## config.mk

```make
export PLATFORM = sky130hd
export DESIGN_NAME = hyperthermia_monitor_n
export DESIGN_NICKNAME = d
export VERILOG_FILES = /design/src/rtl/hyperthermia_monitor_n_pkg.sv /design/src/rtl/hyperthermia_monitor_n_zone.sv /design/src/rtl/hyperthermia_monitor_n.sv
export SDC_FILE = /design/constraint.sdc
export NUM_CORES = 1
export LEC_CHECK = 0
export ABC_CLOCK_PERIOD_IN_PS = 6400
export BUFFER_PORTS_ARGS = -buffer_cell sky130_fd_sc_hd__buf_2
export CELL_PAD_IN_SITES_DETAIL_PLACEMENT = 1
export CELL_PAD_IN_SITES_GLOBAL_PLACEMENT = 1
export CORE_ASPECT_RATIO = 0.5
export CORE_MARGIN = 5
export CORE_UTILIZATION = 40
export CTS_CLUSTER_SIZE = 25
export DETAILED_ROUTE_END_ITERATION = 10
export HOLD_SLACK_MARGIN = 0.02
export PLACE_DENSITY_LB_ADDON = 0.1
export RECOVER_POWER = 100
export REMOVE_ABC_BUFFERS = 1
export SETUP_SLACK_MARGIN = 0.02
export SLEW_MARGIN = 20
export SYNTH_ARGS = -nofsm -noshare
export SYNTH_HDL_FRONTEND = slang
export SYNTH_SLANG_ARGS = --single-unit
export TNS_END_PERCENT = 30
```

## constraint.sdc

```tcl
create_clock -name clk -period 6.4 [get_ports clk]
set_clock_uncertainty 0.15 [all_clocks]
set_input_delay 0.64 -clock clk [delete_from_list [all_inputs] [get_ports clk]]
set_output_delay 0.64 -clock clk [all_outputs]
set_load 0.05 [all_outputs]
```

## src/rtl/hyperthermia_monitor_n_pkg.sv

```systemverilog
// Shared definitions for the multi-zone hyperthermia monitor: FSM encoding,
// default parameter values and the zone-index width helper.
package hyperthermia_monitor_n_pkg;

  localparam logic [2:0] ST_IDLE   = 3'd0;
  localparam logic [2:0] ST_WAIT   = 3'd1;
  localparam logic [2:0] ST_SAMPLE = 3'd2;
  localparam logic [2:0] ST_EVAL   = 3'd3;
  localparam logic [2:0] ST_UPDATE = 3'd4;

  localparam int DEF_N_ZONES    = 4;
  localparam int DEF_TEMP_W     = 5;
  localparam int DEF_SAMPLE_DIV = 16;
  localparam int DEF_PERSIST    = 3;
  localparam int DEF_HYST       = 2;

  function automatic int zone_idx_w(input int n);
    return (n <= 1) ? 1 : $clog2(n);
  endfunction

endpackage

```

## src/rtl/hyperthermia_monitor_n_zone.sv

```systemverilog
// Per-zone persistence counter, ventilation hysteresis and alarm latch.
// New values are computed on eval_en and become visible on update_en.
module zone_filter
  import hyperthermia_monitor_n_pkg::*;
#(
  parameter int TEMP_W  = DEF_TEMP_W,
  parameter int PERSIST = DEF_PERSIST,
  parameter int HYST    = DEF_HYST
) (
  input  logic              clk,
  input  logic              rst,
  input  logic              clr,
  input  logic              eval_en,
  input  logic              update_en,
  input  logic [TEMP_W-1:0] temp,
  input  logic              pres,
  input  logic              car,
  input  logic [TEMP_W-1:0] th_vent,
  input  logic [TEMP_W-1:0] th_alarm,
  input  logic              ack_pend,
  output logic              vent,
  output logic              alarm
);

  logic [3:0]        cnt;
  logic              vent_next;
  logic              vent_calc;
  logic              hot;
  logic [TEMP_W-1:0] vent_low;

  // Clear point saturates at zero so a tiny threshold never wraps around.
  always_comb begin
    vent_low  = (th_vent > TEMP_W'(HYST)) ? (th_vent - TEMP_W'(HYST)) : '0;
    hot       = pres && !car && (temp >= th_alarm);
    vent_calc = vent;
    if (pres && (temp >= th_vent)) begin
      vent_calc = 1'b1;
    end else if (!pres || (temp < vent_low)) begin
      vent_calc = 1'b0;
    end
  end

  always_ff @(posedge clk or negedge rst) begin
    if (!rst) begin
      cnt       <= '0;
      vent_next <= 1'b0;
      vent      <= 1'b0;
      alarm     <= 1'b0;
    end else begin
      if (clr) begin
        cnt <= '0;
      end else if (eval_en) begin
        vent_next <= vent_calc;
        if (!hot) begin
          cnt <= '0;
        end else if (cnt != 4'(PERSIST)) begin
          cnt <= cnt + 4'd1;
        end
      end
      // An ack only releases the latch once the zone has cooled off.
      if (update_en) begin
        vent <= vent_next;
        if (cnt == 4'(PERSIST)) begin
          alarm <= 1'b1;
        end else if (ack_pend && (cnt == 4'd0)) begin
          alarm <= 1'b0;
        end
      end
    end
  end

endmodule

```

## src/rtl/hyperthermia_monitor_n.sv

```systemverilog
// Multi-zone hyperthermia monitor: periodic snapshot of all zones, a one-zone-
// per-cycle scan through the zone filters, and hottest-occupied-zone tracking.
module hyperthermia_monitor_n
  import hyperthermia_monitor_n_pkg::*;
#(
  parameter int N_ZONES    = DEF_N_ZONES,
  parameter int TEMP_W     = DEF_TEMP_W,
  parameter int SAMPLE_DIV = DEF_SAMPLE_DIV,
  parameter int PERSIST    = DEF_PERSIST,
  parameter int HYST       = DEF_HYST
) (
  input  logic                      clk,
  input  logic                      rst,
  input  logic                      active,
  input  logic [N_ZONES*TEMP_W-1:0] temp_in,
  input  logic [N_ZONES-1:0]        pres_in,
  input  logic                      car_in,
  input  logic [TEMP_W-1:0]         th_vent,
  input  logic [TEMP_W-1:0]         th_alarm,
  input  logic                      ack,
  output logic [N_ZONES-1:0]        vent,
  output logic [N_ZONES-1:0]        alarm,
  output logic                      alarm_any,
  output logic [2:0]                worst_zone,
  output logic [TEMP_W-1:0]         worst_temp,
  output logic                      worst_valid,
  output logic                      sample_tick
);

  localparam int IDX_W = zone_idx_w(N_ZONES);
  localparam int DIV_W = $clog2(SAMPLE_DIV + 1);

  logic [2:0]                state;
  logic [2:0]                state_next;
  logic [DIV_W-1:0]          div;
  logic [IDX_W-1:0]          idx;
  logic [N_ZONES*TEMP_W-1:0] snap_temp;
  logic [N_ZONES-1:0]        snap_pres;
  logic                      snap_car;
  logic                      ack_pend;
  logic                      ack_eff;
  logic [TEMP_W-1:0]         scan_temp;
  logic                      scan_pres;
  logic                      best_valid;
  logic [2:0]                best_zone;
  logic [TEMP_W-1:0]         best_temp;

  assign ack_eff   = ack_pend | ack;
  assign scan_temp = snap_temp[int'(idx)*TEMP_W +: TEMP_W];
  assign scan_pres = snap_pres[idx];
  assign alarm_any = |alarm;

  always_comb begin
    state_next = state;
    if (!active) begin
      state_next = ST_IDLE;
    end else begin
      case (state)
        ST_IDLE:   state_next = ST_WAIT;
        ST_WAIT:   if (div == DIV_W'(SAMPLE_DIV - 1)) state_next = ST_SAMPLE;
        ST_SAMPLE: state_next = ST_EVAL;
        ST_EVAL:   if (idx == IDX_W'(N_ZONES - 1)) state_next = ST_UPDATE;
        ST_UPDATE: state_next = ST_WAIT;
        default:   state_next = ST_IDLE;
      endcase
    end
  end

  always_ff @(posedge clk or negedge rst) begin
    if (!rst) begin
      state       <= ST_IDLE;
      div         <= '0;
      idx         <= '0;
      snap_temp   <= '0;
      snap_pres   <= '0;
      snap_car    <= 1'b0;
      ack_pend    <= 1'b0;
      best_valid  <= 1'b0;
      best_zone   <= '0;
      best_temp   <= '0;
      worst_valid <= 1'b0;
      worst_zone  <= '0;
      worst_temp  <= '0;
      sample_tick <= 1'b0;
    end else begin
      state       <= state_next;
      div         <= (state == ST_WAIT && state_next == ST_WAIT) ? div + 1'b1 : '0;
      idx         <= (state == ST_EVAL) ? idx + 1'b1 : '0;
      ack_pend    <= (state == ST_UPDATE) ? 1'b0 : ack_eff;
      sample_tick <= (state == ST_UPDATE);
      if (state == ST_SAMPLE) begin
        snap_temp  <= temp_in;
        snap_pres  <= pres_in;
        snap_car   <= car_in;
        best_valid <= 1'b0;
        best_zone  <= '0;
        best_temp  <= '0;
      end
      // Strict greater-than keeps the lowest index on ties since the scan ascends.
      if (state == ST_EVAL && scan_pres && (!best_valid || scan_temp > best_temp)) begin
        best_valid <= 1'b1;
        best_zone  <= 3'(idx);
        best_temp  <= scan_temp;
      end
      if (state == ST_UPDATE) begin
        worst_valid <= best_valid;
        worst_zone  <= best_zone;
        worst_temp  <= best_temp;
      end
    end
  end

  for (genvar k = 0; k < N_ZONES; k++) begin : g_zone
    zone_filter #(
      .TEMP_W  (TEMP_W),
      .PERSIST (PERSIST),
      .HYST    (HYST)
    ) u_zone (
      .clk       (clk),
      .rst       (rst),
      .clr       (state == ST_IDLE),
      .eval_en   (state == ST_EVAL && idx == IDX_W'(k)),
      .update_en (state == ST_UPDATE),
      .temp      (snap_temp[k*TEMP_W +: TEMP_W]),
      .pres      (snap_pres[k]),
      .car       (snap_car),
      .th_vent   (th_vent),
      .th_alarm  (th_alarm),
      .ack_pend  (ack_eff),
      .vent      (vent[k]),
      .alarm     (alarm[k])
    );
  end

endmodule

```

Word-level counts from Yosys, hierarchy flattened:

Index checks and enable logic that the tools add are counted.

* multiplexer cells: 48
* $add $sub $neg: 7
* order comparisons: 15
* multipliers: 1
* shift operators: 1
* eq/ne operators: 21
* bitwise gates (word level): 2
* reduce and logical (&&, ||, !) cells: 63

Operators with widths (number)
* 2-to-1 mux 4 bit: 16
* >= comparator 5 bit: 8
* AND reduction 2 bit: 12
* logical AND 1 bit: 23
* less-than comparator 5 bit: 4
* 2-to-1 mux 1 bit: 20
* 2-to-1 mux 5 bit: 4
* indexed part select 20 x 6 -> 5 bit: 1
* nonzero test 2 bit: 9
* adder 4 x 1 -> 4 bit, second input constant: 4
* equality test 4 x 2 -> 1 bit, second input constant: 4
* logical NOT 4 bit: 4
* inequality test 4 x 2 -> 1 bit, second input constant: 4
* 2-to-1 mux 3 bit: 5
* one-hot mux 3 bit (4 select lines): 1
* inequality test 3 bit, second input constant: 3
* equality test 3 x 1 -> 1 bit, second input constant: 2
* equality test 3 x 2 -> 1 bit, second input constant: 2
* logical NOT 1 bit: 6
* adder 5 x 1 -> 5 bit, second input constant: 1
* equality test 5 x 4 -> 1 bit, second input constant: 1
* greater-than comparator 5 x 2 -> 1 bit, second input constant: 1
* greater-than comparator 5 bit: 1
* logical OR 1 bit: 5
* 16 further kinds: 17

* input port bits: 39
* word-level logic and storage cells: 188
* output and inout port bits: 19
* register bits: 83

Logic depth before layout (Yosys ltp):

Gate-level depths: netlist (run 1).

* depth after elaboration: 7
* depth in mapped cells: 10
* mapped depth without buffers: 9

Hierarchy:

A second synthesis (run 1) with hierarchy kept.

* cells, all modules: 566
* area total of the unflattened synthesis: 5666.7 µm²

By module, submodules not included
* hyperthermia_monitor_n: cells an instance 180, area an instance 2489.9 µm², instances 1, sequential area each 1326.3 µm²
* zone_filter (g_zone[0].u_zone ...): cells an instance 97, area an instance 795.8 µm², instances 3, sequential area each 175.2 µm²
* zone_filter (g_zone[1].u_zone): cells an instance 95, area an instance 789.5 µm², instances 1, sequential area each 175.2 µm²

Worst setup path after synthesis (run 1):

No wires, ideal clock.

* path kind: register to register
* from: register idx[0]
* to: register best_temp[1]
* library setup time: 125 ps
* arrival: 2427 ps
* buffers on the path: 2
* path slack: 3698 ps
* clock period less this slack: 2702 ps
* required time: 6125 ps
* stages on the path, launching flop included: 9
* path through: dfrtp_1 buf_6 mux4_1 ha_1 a21oi_1 a21boi_0 o41ai_2 buf_6 mux2_4

* longest elaborated chain between the ends: 6
* elaborated cells on any way between the ends: 10
* classes of those cells: 1 x mul; 1 x order compare; 1 x shift; 3 x mux; 4 x reduce/logical

Ends and longest elaborated chain
* start: declaration: RTL line hyperthermia_monitor_n.sv:36 `logic [IDX_W-1:0] idx;`
* start signal: assignment: RTL line hyperthermia_monitor_n.sv:88 `idx <= (state == ST_EVAL) ? idx + 1'b1 : '0;`
* multiplier 2 x 3 -> 5 bit: RTL line hyperthermia_monitor_n.sv:49 `assign scan_temp = snap_temp[int'(idx)*TEMP_W +: TEMP_W];`
* indexed part select 20 x 6 -> 5 bit: RTL line hyperthermia_monitor_n.sv:49
* greater-than comparator 5 bit: RTL line hyperthermia_monitor_n.sv:100 `if (state == ST_EVAL && scan_pres && (!best_valid || scan_temp > best_temp)) begin`
* logical OR 1 bit: RTL line hyperthermia_monitor_n.sv:100
* logical AND 1 bit: RTL line hyperthermia_monitor_n.sv:100
* 2-to-1 mux 5 bit / nonzero test 2 bit (equally long branches)
* end signal: assignment: RTL line hyperthermia_monitor_n.sv:103 `best_temp <= scan_temp;`
* end: declaration: RTL line hyperthermia_monitor_n.sv:46 `logic [TEMP_W-1:0] best_temp;`

Parallel ways exist; a longest one is shown, timed or not. The select of a mux whose other input is x is not followed.
A chain may end at the register's enable or synchronous reset.

Final worst setup path (run 1):

* from: register idx[0]
* to: register best_temp[4]

The elaborated chain is that of the path after synthesis.

==> flow_summary.toml, run 1 <==
[cells_and_area]
fillCellCount = 1509
final_cell_mix = "81 x dfrtp_1, 76 x ha_1, 56 x nand2_1"
area_growth_pct = 10.68
final_common_cell = "dfrtp_1"
drive_gt1_frac = 0.1411
final_nets = 691
antenna_cells = 0
fin_area_um2 = 5873

[logic_synthesis]
netlist_area_um2 = 5306
synth_largest_area_cell = "dfrtp_1"
synth_top_area_frac = 0.3820
synth_edf_count = 0
synth_area_per_cell_um2 = 9.974
yosysWarningCount = 0
ys_types = 53
ys_top_cells_by_area = "dfrtp_1 38%, ha_1 18%, mux2_2 4.9%, o21ai_0 4.8%, nand2_1 4.0%"
ys_seq_area_frac = 0.3820
ys_ff_latch = 81
synthArstFlopShare = 1.000
syn_inst = 532
synth_top_flop_cell = "dfrtp_1"

[global_route]
grt_pass1_vias = 4329
grt_util_all_layers = 0.1851
grt_start_max_net_pins = 58
grt_pass1_wl_um = 23520
antenna_found_initial = 0
grt-ovfl-total = 0

[place]
place_area_um2 = 5637
port-buffer-count = 56
dp_hpwl_um = 10540
gp_congestion = 0.8200

[flow_run]
drv_cap = 2

[die]
die_w_um = 172.9
core_area_um2 = 12810
initial_core_util = 0.4143
fp.dieH_um = 91.45
floorplan.rows = 29
io_pins = 58
die-area_um2 = 15810

[timing]
fin_crit_sh = 0.6675
drv_slew = 50
fin_tns_setup_ps = 0
rsz0062_at_grt = "false"
setup_viol = 0
relSlewSlack = -0.4187
hold_viol = 0
tightestPinTransition_ps = 2101
fin_crit_ps = 4272
fmax_ghz = 0.2341

[drt]
drt_wl_total_um = 13980
drt_iter0_markers = 144
ant_nets = 0
firstDrtPassIters = 4
vias_per_cell = 5.433
via_count = 4080
wl_per_cell_um = 18.62
drc = 0

[clock_network]
cts.path.max_buffers = 2
cts_buffers = 9
cts.clk_slew.worst_paths_ps = 70
htree_levels = 3
insertion_delay_ps = 340
cts_hold_buffers = 0
cts_sinks = 81
root_buffer = "clkbuf_16"
cts_setup_buffers = 0
ctsResizeCount = 0
cts_tree = "built"

[power]
p_per_area_nw_per_um2 = 210.0
p_leak_uw = 0.002863
power.switching_uw = 348.6
clock_power_share = 0.404
p_int_uw = 884.9
switching_share = 0.2826
power_frac_comb = 0.145
seqPwrFrac = 0.451
vdd_ir_drop_max_mv = 0.1038

[hold_path]
hold_path_class = "reg2reg"

[worst_setup_path]
path_class = "reg2reg"
cp-start-kind = "flip-flop"
crit_arrival_ps = 4350
critPathRequiredTime_ps = 6480
path_max_fanout = 11
end_kind = "flip-flop"

[run_status]
violations = "max-capacitance violations, max-slew violations"
status = "complete, but fails checks"
worst max-delay path, stage by stage (launching register included):
cell and delay, ps:
dfrtp_1 610, mux4_1 660, ha_1 330, a21oi_1 160, a21boi_0 100, o41ai_1 1690, mux2_2 450
power by group through the flow:
| stage | Combinational (µW) | Clock [µW] | Sequential, µW |
|---|---|---|---|
| after floorplan | 112 | 0 | 554 |
| after global placement | 171 | 0 | 566 |
| after detailed placement | 179 | 0 | 566 |
| after CTS | 181 | 509 | 557 |
| after global routing | 207 | 535 | 559 |
| final | 179 | 499 | 556 |
cells in the mapped netlist, types with 2 or more instances:
library cell  number
dfrtp_1           81
ha_1              76
nand2_1           56
o21ai_0           51
inv_1             32
nor2_1            31
mux2_2            23
nand3_1           23
a31oi_1           17
a21oi_1           11
buf_4             10
nor2b_1            9
and2_1             8
nor3_1             7
a21o_1             6
and3_1             6
buf_2              6
nand2b_1           6
mux4_1             5
o21a_1             5
clkbuf_1           4
mux2i_1            4
nand3b_1           4
nand4_1            4
o31ai_1            4
a211oi_1           3
and4b_1            3
buf_6              3
mux2_4             3
o32ai_1            3
a211o_1            2
and2_0             2
nor3b_1            2
nor4_1             2
o221ai_1           2
metrics by stage:
stage	setup slack [ps]	instances	power, µW	hold slack [ps]	utilization
2_1_floorplan	2901	507	666.1	194.4	-
3_3_place_gp	2929	735	736.9	300.9	0.4401
3_5_place_dp	2825	735	745.3	307.1	0.4401
4_1_cts	2791	751	1247	47.02	0.4620
5_1_grt	1799	751	1301	337.0	0.4585
6_report	2128	751	1234	316.1	0.4585
layer usage:
layer / vias to the layer above / global-route usage / part of all wire
met5: - / 0 / 0
met4: 0 / 0.03336 / 0.0076
met3: 11 / 0.03900 / 0.038
met2: 51 / 0.2995 / 0.45
met1: 2030 / 0.2602 / 0.50
li1: 1988 / - / -
state kept, by name (all words and copies together) (netlist names), 3 cells and up:
signal	count
state	3
worst_temp	5
best_temp	5
snap_temp	20
snap_pres	4
g_zone.u_zone.alarm	4
g_zone.u_zone.vent_next	4
g_zone.u_zone.vent	4
div	5
g_zone.u_zone.cnt	16
worst paths after layout:
path                        start      endpoint  slack (ps)  depth (start not counted)
hold / removal             div[0]        div[0]         320                          1
max in group asynchronous     rst  snap_temp[1]        4190                          2
setup / recovery           idx[0]  best_temp[4]        2130                          6
hold reg to reg            div[0]        div[0]         320                          1
setup reg to reg           idx[0]  best_temp[4]        2130                          6
min in group asynchronous     rst        div[2]         450                          1
cell families after synthesis:
family	count (synthesis)	synth area share
AOI/OAI and AO/OA	110	0.1262
DFF	81	0.3820
xor gates and xnor gates	2	0.003302
buffers and inverters	58	0.05918
and+or+nand+nor	168	0.1556
other	1	0.0007067
muxes	36	0.09385
adders and majority gates	76	0.1792
final cells by class:
type                    count  area [µm²]  area share
multi-input cells         393        2962      0.5043
flip-flops and latches     81        2027      0.3451
repair buffers             58       267.8     0.04559
clock buffers              11       242.7     0.04133
well taps                 170       212.7     0.03622
inverters                  33       123.9     0.02109
clock inverters             5       37.54    0.006391
Note: power is estimated with default switching activity, not from simulation.
==> inputs of run 2 (changes only) <==
- ABC_AREA: not set -> 1
- ABC_CLOCK_PERIOD_IN_PS: 6400 -> 3530
- clock period: 6.4 -> 3.53 ns (I/O delays scaled with it)
==> flow_summary.toml, run 2 <==
[run_status]
status = "complete, but fails checks"
violations = "max-capacitance violations, max-slew violations"

[timing]
hold_viol = 0
fin_ws_ps = 669.0
setup_viol = 0
fin_crit_ps = 2861
drv_slew = 108
rsz0062_at_grt = "false"
whs_ps = 56.31
relSlewSlack = -0.2413
fin_tns_setup_ps = 0
tightestPinTransition_ps = 1862
fin_crit_sh = 0.8105
fmax_ghz = 0.3495

[drt]
drt_wl_total_um = 15330
ant_nets = 0
via_count = 4793
drt_iter0_markers = 206
wl_per_cell_um = 16.52
firstDrtPassIters = 4
drc = 0
vias_per_cell = 5.165

[cells_and_area]
fin_area_um2 = 6081
fillCellCount = 1711
final_nets = 862
largest_reg_flops = 20
area_growth_pct = 11.29
fin_cells = 928
final_cell_mix = "214 x nand2_1, 81 x dfrtp_1, 76 x ha_1"
largestRegisters = "snap_temp x20, g_zone.u_zone.cnt x16"
largest-register = "snap_temp"
drive_gt1_frac = 0.08777
final_common_cell = "nand2_1"
multi_input_area_um2 = 2965
antenna_cells = 0
register_area_um2 = 2027

[logic_synthesis]
synth_area_per_cell_um2 = 7.839
synth_top_flop_cell = "dfrtp_1"
yosysWarningCount = 0
ys_types = 40
ys_ff_latch = 81
netlist_area_um2 = 5464
synthArstFlopShare = 1.000
synth_largest_area_cell = "dfrtp_1"
synth_top_area_frac = 0.3710
ys_top_cells_by_area = "dfrtp_1 37%, ha_1 17%, nand2_1 15%, inv_1 4.6%, nand3_1 3.4%"
synth_commonest_cells = "212 x nand2_1, 81 x dfrtp_1, 76 x ha_1"
ys_seq_area_frac = 0.3710
synth_edf_count = 0
synth.most_common_cell = "nand2_1"
syn_inst = 697

[power]
vdd_ir_drop_max_mv = 0.1814
p_leak_uw = 0.003093
p_per_area_nw_per_um2 = 420.9

[worst_setup_path]
crit_arrival_ps = 2910
path_max_fanout = 25
end_kind = "flip-flop"
cp-start-kind = "flip-flop"
path_class = "reg2reg"
critPathRequiredTime_ps = 3580

[clock_network]
cts_setup_buffers = 0
insertion_delay_ps = 350
htree_levels = 3
cts_sinks = 81
cts_hold_buffers = 0
cts.path.max_buffers = 2
cts_buffers = 9
cts_tree = "built"
cts.clk_slew.worst_paths_ps = 70
ctsResizeCount = 0
root_buffer = "clkbuf_16"

[die]
fp.dieH_um = 92.65
die-area_um2 = 16240
die_w_um = 175.3
initial_core_util = 0.4055
io_pins = 58
floorplan.rows = 30
core_area_um2 = 13480

[global_route]
grt_pass1_wl_um = 25630
grt_start_max_net_pins = 71
antenna_found_initial = 0
grt_pass1_vias = 5025
grt-ovfl-total = 0
grt_util_all_layers = 0.1969

[place]
dp_slack_ps = 832.9
place_area_um2 = 5858
dp_hpwl_um = 11680
gp_congestion = 0.8331
dp.cells = 912
port-buffer-count = 56

[flow_run]
drv_cap = 2

[hold_path]
hold_path_class = "in2reg"
-- run 2: changes by cell type after synthesis, sizes merged, moves of 7 or more --
cell and change:
a21oi +16, nand4 +14, nor2b -9, nand3 +14, nor2 +23, and2 -9, mux2 -26, inv +46
nand2 +159, xor2 +7, a31oi -17
-- run 2: critical path, cell delays in order (launching register included) --
cell and delay (ps):
dfrtp_1 400, inv_1 120, nand2_1 110, nor2_1 830, inv_1 690, o21ai_0 310
o21ai_0 110
-- run 2: final timing paths --
check                                   start                     end  slack [ps]  cells after the start
min in group asynchronous                 rst  g_zone[2].u_zone.alarm         360                      1
worst min-delay path               temp_in[7]            snap_temp[7]          60                      3
worst max register to register       state[0]  g_zone[0].u_zone.alarm         670                      6
worst max-delay path                 state[0]  g_zone[0].u_zone.alarm         670                      6
worst min register to register  worst_temp[0]           worst_temp[0]         320                      2
max in group asynchronous                 rst           snap_temp[17]        1460                      2
-- run 2: routing by layer --
layer  global-route usage  wire length (µm)
met4              0.03723               137
met1               0.2670              7799
met5                    0                 0
met2               0.3334              7003
met3              0.03589               393
-- run 2: logic make-up after synthesis --
family                     count (synthesis)  share of synthesized area
DFF                                       81                     0.3710
adders and majority gates                 76                     0.1740
buffers and inverters                     98                    0.07786
AOI/OAI and AO/OA                         93                    0.09663
and+or+nand+nor                          338                     0.2638
other                                      1                  0.0006863
xor gates and xnor gates                  10                    0.01603
-- run 2: power breakdown --
| part | switching [µW] | leakage [µW] | total, µW | internal [µW] |
|---|---|---|---|---|
| combinational | 322 | 0.00197 | 516 | 194 |
| clock | 435 | 0.000142 | 989 | 554 |
| sequential | 75.4 | 0.000985 | 1050 | 979 |
-- run 2: final cells by class --
class	count	share of cell area
clock inverters	7	0.01255
flip-flops and latches	81	0.3333
clock buffers	9	0.03704
multi-input cells	518	0.4877
well taps	176	0.03621
repair buffers	58	0.04362
inverters	79	0.04959
-- run 2: metrics by stage --
stage	total power, µW	util
floorplan	1390	-
global placement	1563	0.4347
detailed placement	1595	0.4347
CTS	2589	0.4571
global route	2710	0.4513
finish	2559	0.4513
==> inputs of run 3 (changes only) <==
- ABC_AREA: 1 -> 0
- ABC_CLOCK_PERIOD_IN_PS: 3530 -> 2600
- clock period: 3.53 -> 2.6 ns (I/O delays scaled with it)
==> flow_summary.toml, run 3 (synthesis results as in run 1) <==
[timing]
fin_crit_ps = 2709
hold_viol = 0
fin_crit_sh = 1.042
fmax_ghz = 0.3692
relSlewSlack = 0.2924
tightestPinTransition_ps = 1061
rsz0062_at_grt = "true"
whs_ps = 30.95
drv_slew = 0
fin_ws_ps = -108.6
setup_viol = 7

[global_route]
grt-ovfl-total = 0
grt_util_all_layers = 0.1919
grt_pass1_wl_um = 24320
antenna_found_initial = 0
grt_start_max_net_pins = 41
grt_pass1_vias = 4435

[power]
p_int_uw = 2433
p_per_area_nw_per_um2 = 507.2
clock_power_share = 0.419
switching_share = 0.2589
power.switching_uw = 850.1
vdd_ir_drop_max_mv = 0.2465
power_frac_comb = 0.171
seqPwrFrac = 0.410
p_leak_uw = 0.003160

[worst_setup_path]
crit_end = "best_temp[1]"
critPathRequiredTime_ps = 2670
worstReg2RegEnd = "best_temp[1]"
path_max_fanout = 4
path_delay_family = "multiplexers"
cp_slowest_cell = "mux4_2"
path_depth = 7
r2r-start = "idx[0]"
path_class = "reg2reg"
crit_path_start = "idx[0]"
crit_buf_inv = 1
rrSetupSlack_ps = -110
cp-start-kind = "flip-flop"
r2r_cells = 7
path_cells = "mux4_2 > ha_1 > a21oi_2 > a21boi_2 > o41ai_4 > buf_4 > mux2_4"
crit_arrival_ps = 2780
max_stage_delay_ps = 530
end_kind = "flip-flop"

[flow_run]
drv_cap = 0

[cells_and_area]
drive_gt1_frac = 0.2097
final_common_cell = "dfrtp_1"
largestRegisters = "snap_temp x20, g_zone.u_zone.cnt x16"
largest-register = "snap_temp"
final_cell_mix = "80 x dfrtp_1, 73 x ha_1, 56 x nand2_1"
area_growth_pct = 22.00
antenna_cells = 0
largest_reg_flops = 20
fin_cells = 809
fillCellCount = 1472
final_nets = 749

[clock_network]
htree_levels = 3
cts_sinks = 81
insertion_delay_ps = 330
cts.clk_slew.worst_paths_ps = 60
cts_buffers = 9
cts.path.max_buffers = 2
root_buffer = "clkbuf_16"
cts_tree = "built"

[drt]
vias_per_cell = 5.328
drc = 0
via_count = 4310
drt_iter0_markers = 218
firstDrtPassIters = 4
wl_per_cell_um = 18.28
ant_nets = 0
drt_wl_total_um = 14790

[place]
dp_hpwl_um = 11290
dp.cells = 770
gp_congestion = 0.8202
port-buffer-count = 56

[die]
die_w_um = 172.9
fp.dieH_um = 91.45
core_area_um2 = 12810
io_pins = 58
initial_core_util = 0.4143
floorplan.rows = 29
die-area_um2 = 15810

[run_status]
violations = "negative setup slack"
status = "complete, but fails checks"

[hold_path]
hold_path_class = "in2reg"
[run 3: cell count changes in the layout (fill, tap and decap cells not counted), moves of 16 or more]
cell | before | now
nor2_1 | 52 | 30
buf_4 | 0 | 33
nand2_1 | 214 | 56
inv_1 | 73 | 32
dlygate4sd3_1 | 0 | 20
a21oi_1 | 26 | 10
mux2_2 | 0 | 22
a31oi_1 | 0 | 17
[run 3: cell type report]
| cell class | count | area, µm² | share of cell area |
|---|---|---|---|
| sequential | 81 | 2028 | 0.3133 |
| timing repair buffer | 116 | 767.0 | 0.1185 |
| multi-input combinational | 393 | 3020 | 0.4666 |
| inverter | 33 | 123.9 | 0.01913 |
| tap | 170 | 212.7 | 0.03286 |
| clock buffer | 11 | 242.7 | 0.03750 |
| clock inverter | 5 | 78.83 | 0.01218 |
[run 3: stage by stage]
step                      area (µm²)  utilization  power [µW]  setup TNS [ps]  worst slack [ps]
after global placement          5907       0.4612        1872          -495.2            -118.5
after floorplan                 5116            -        1640          -28100            -898.8
after CTS                       6441       0.5029        3310          -190.8            -51.31
final                           6474       0.5054        3283          -422.5            -108.6
after detailed placement        5907       0.4612        1893           -1033            -185.2
after global routing            6474       0.5054        3457           -1138            -186.2
[run 3: how the worst min path moves through the flow]
stage                      startpoint            end  slack, ps  depth (start not counted)
after floorplan                   rst       ack_pend       -190                          0
after detailed placement          rst         div[2]        140                          1
final                      temp_in[1]   snap_temp[1]         30                          2
after global placement            rst         div[2]        140                          1
after CTS                  temp_in[1]   snap_temp[1]         20                          2
after global routing      temp_in[14]  snap_temp[14]         20                          2
[run 3: routing by layer]
layer / vias up / wire length (µm) / GRT usage
met4: 0 / 79 / 0.02747
met1: 2147 / 7489 / 0.2772
met2: 44 / 6851 / 0.3079
met5: - / 0 / 0
met3: 9 / 365 / 0.03651
li1: 2110 / - / -
[run 3: what timing repair did]
action | in CTS | in global routing
hold endpoints to repair | 56 | 1
resized for setup | 8 | 12
pin swaps | 2 | 2
hold buffers | 19 | 1
endpoints found under the setup margin | 8 | 8
buffers inserted | 1 | 2
[run 3: power by group through the flow]
stage               combinational (µW)  sequential, µW  clock [µW]
floorplan                          276            1360           0
global placement                   504            1370           0
detailed placement                 524            1370           0
CTS                                555            1350        1410
global route                       635            1350        1470
finish                             562            1350        1370
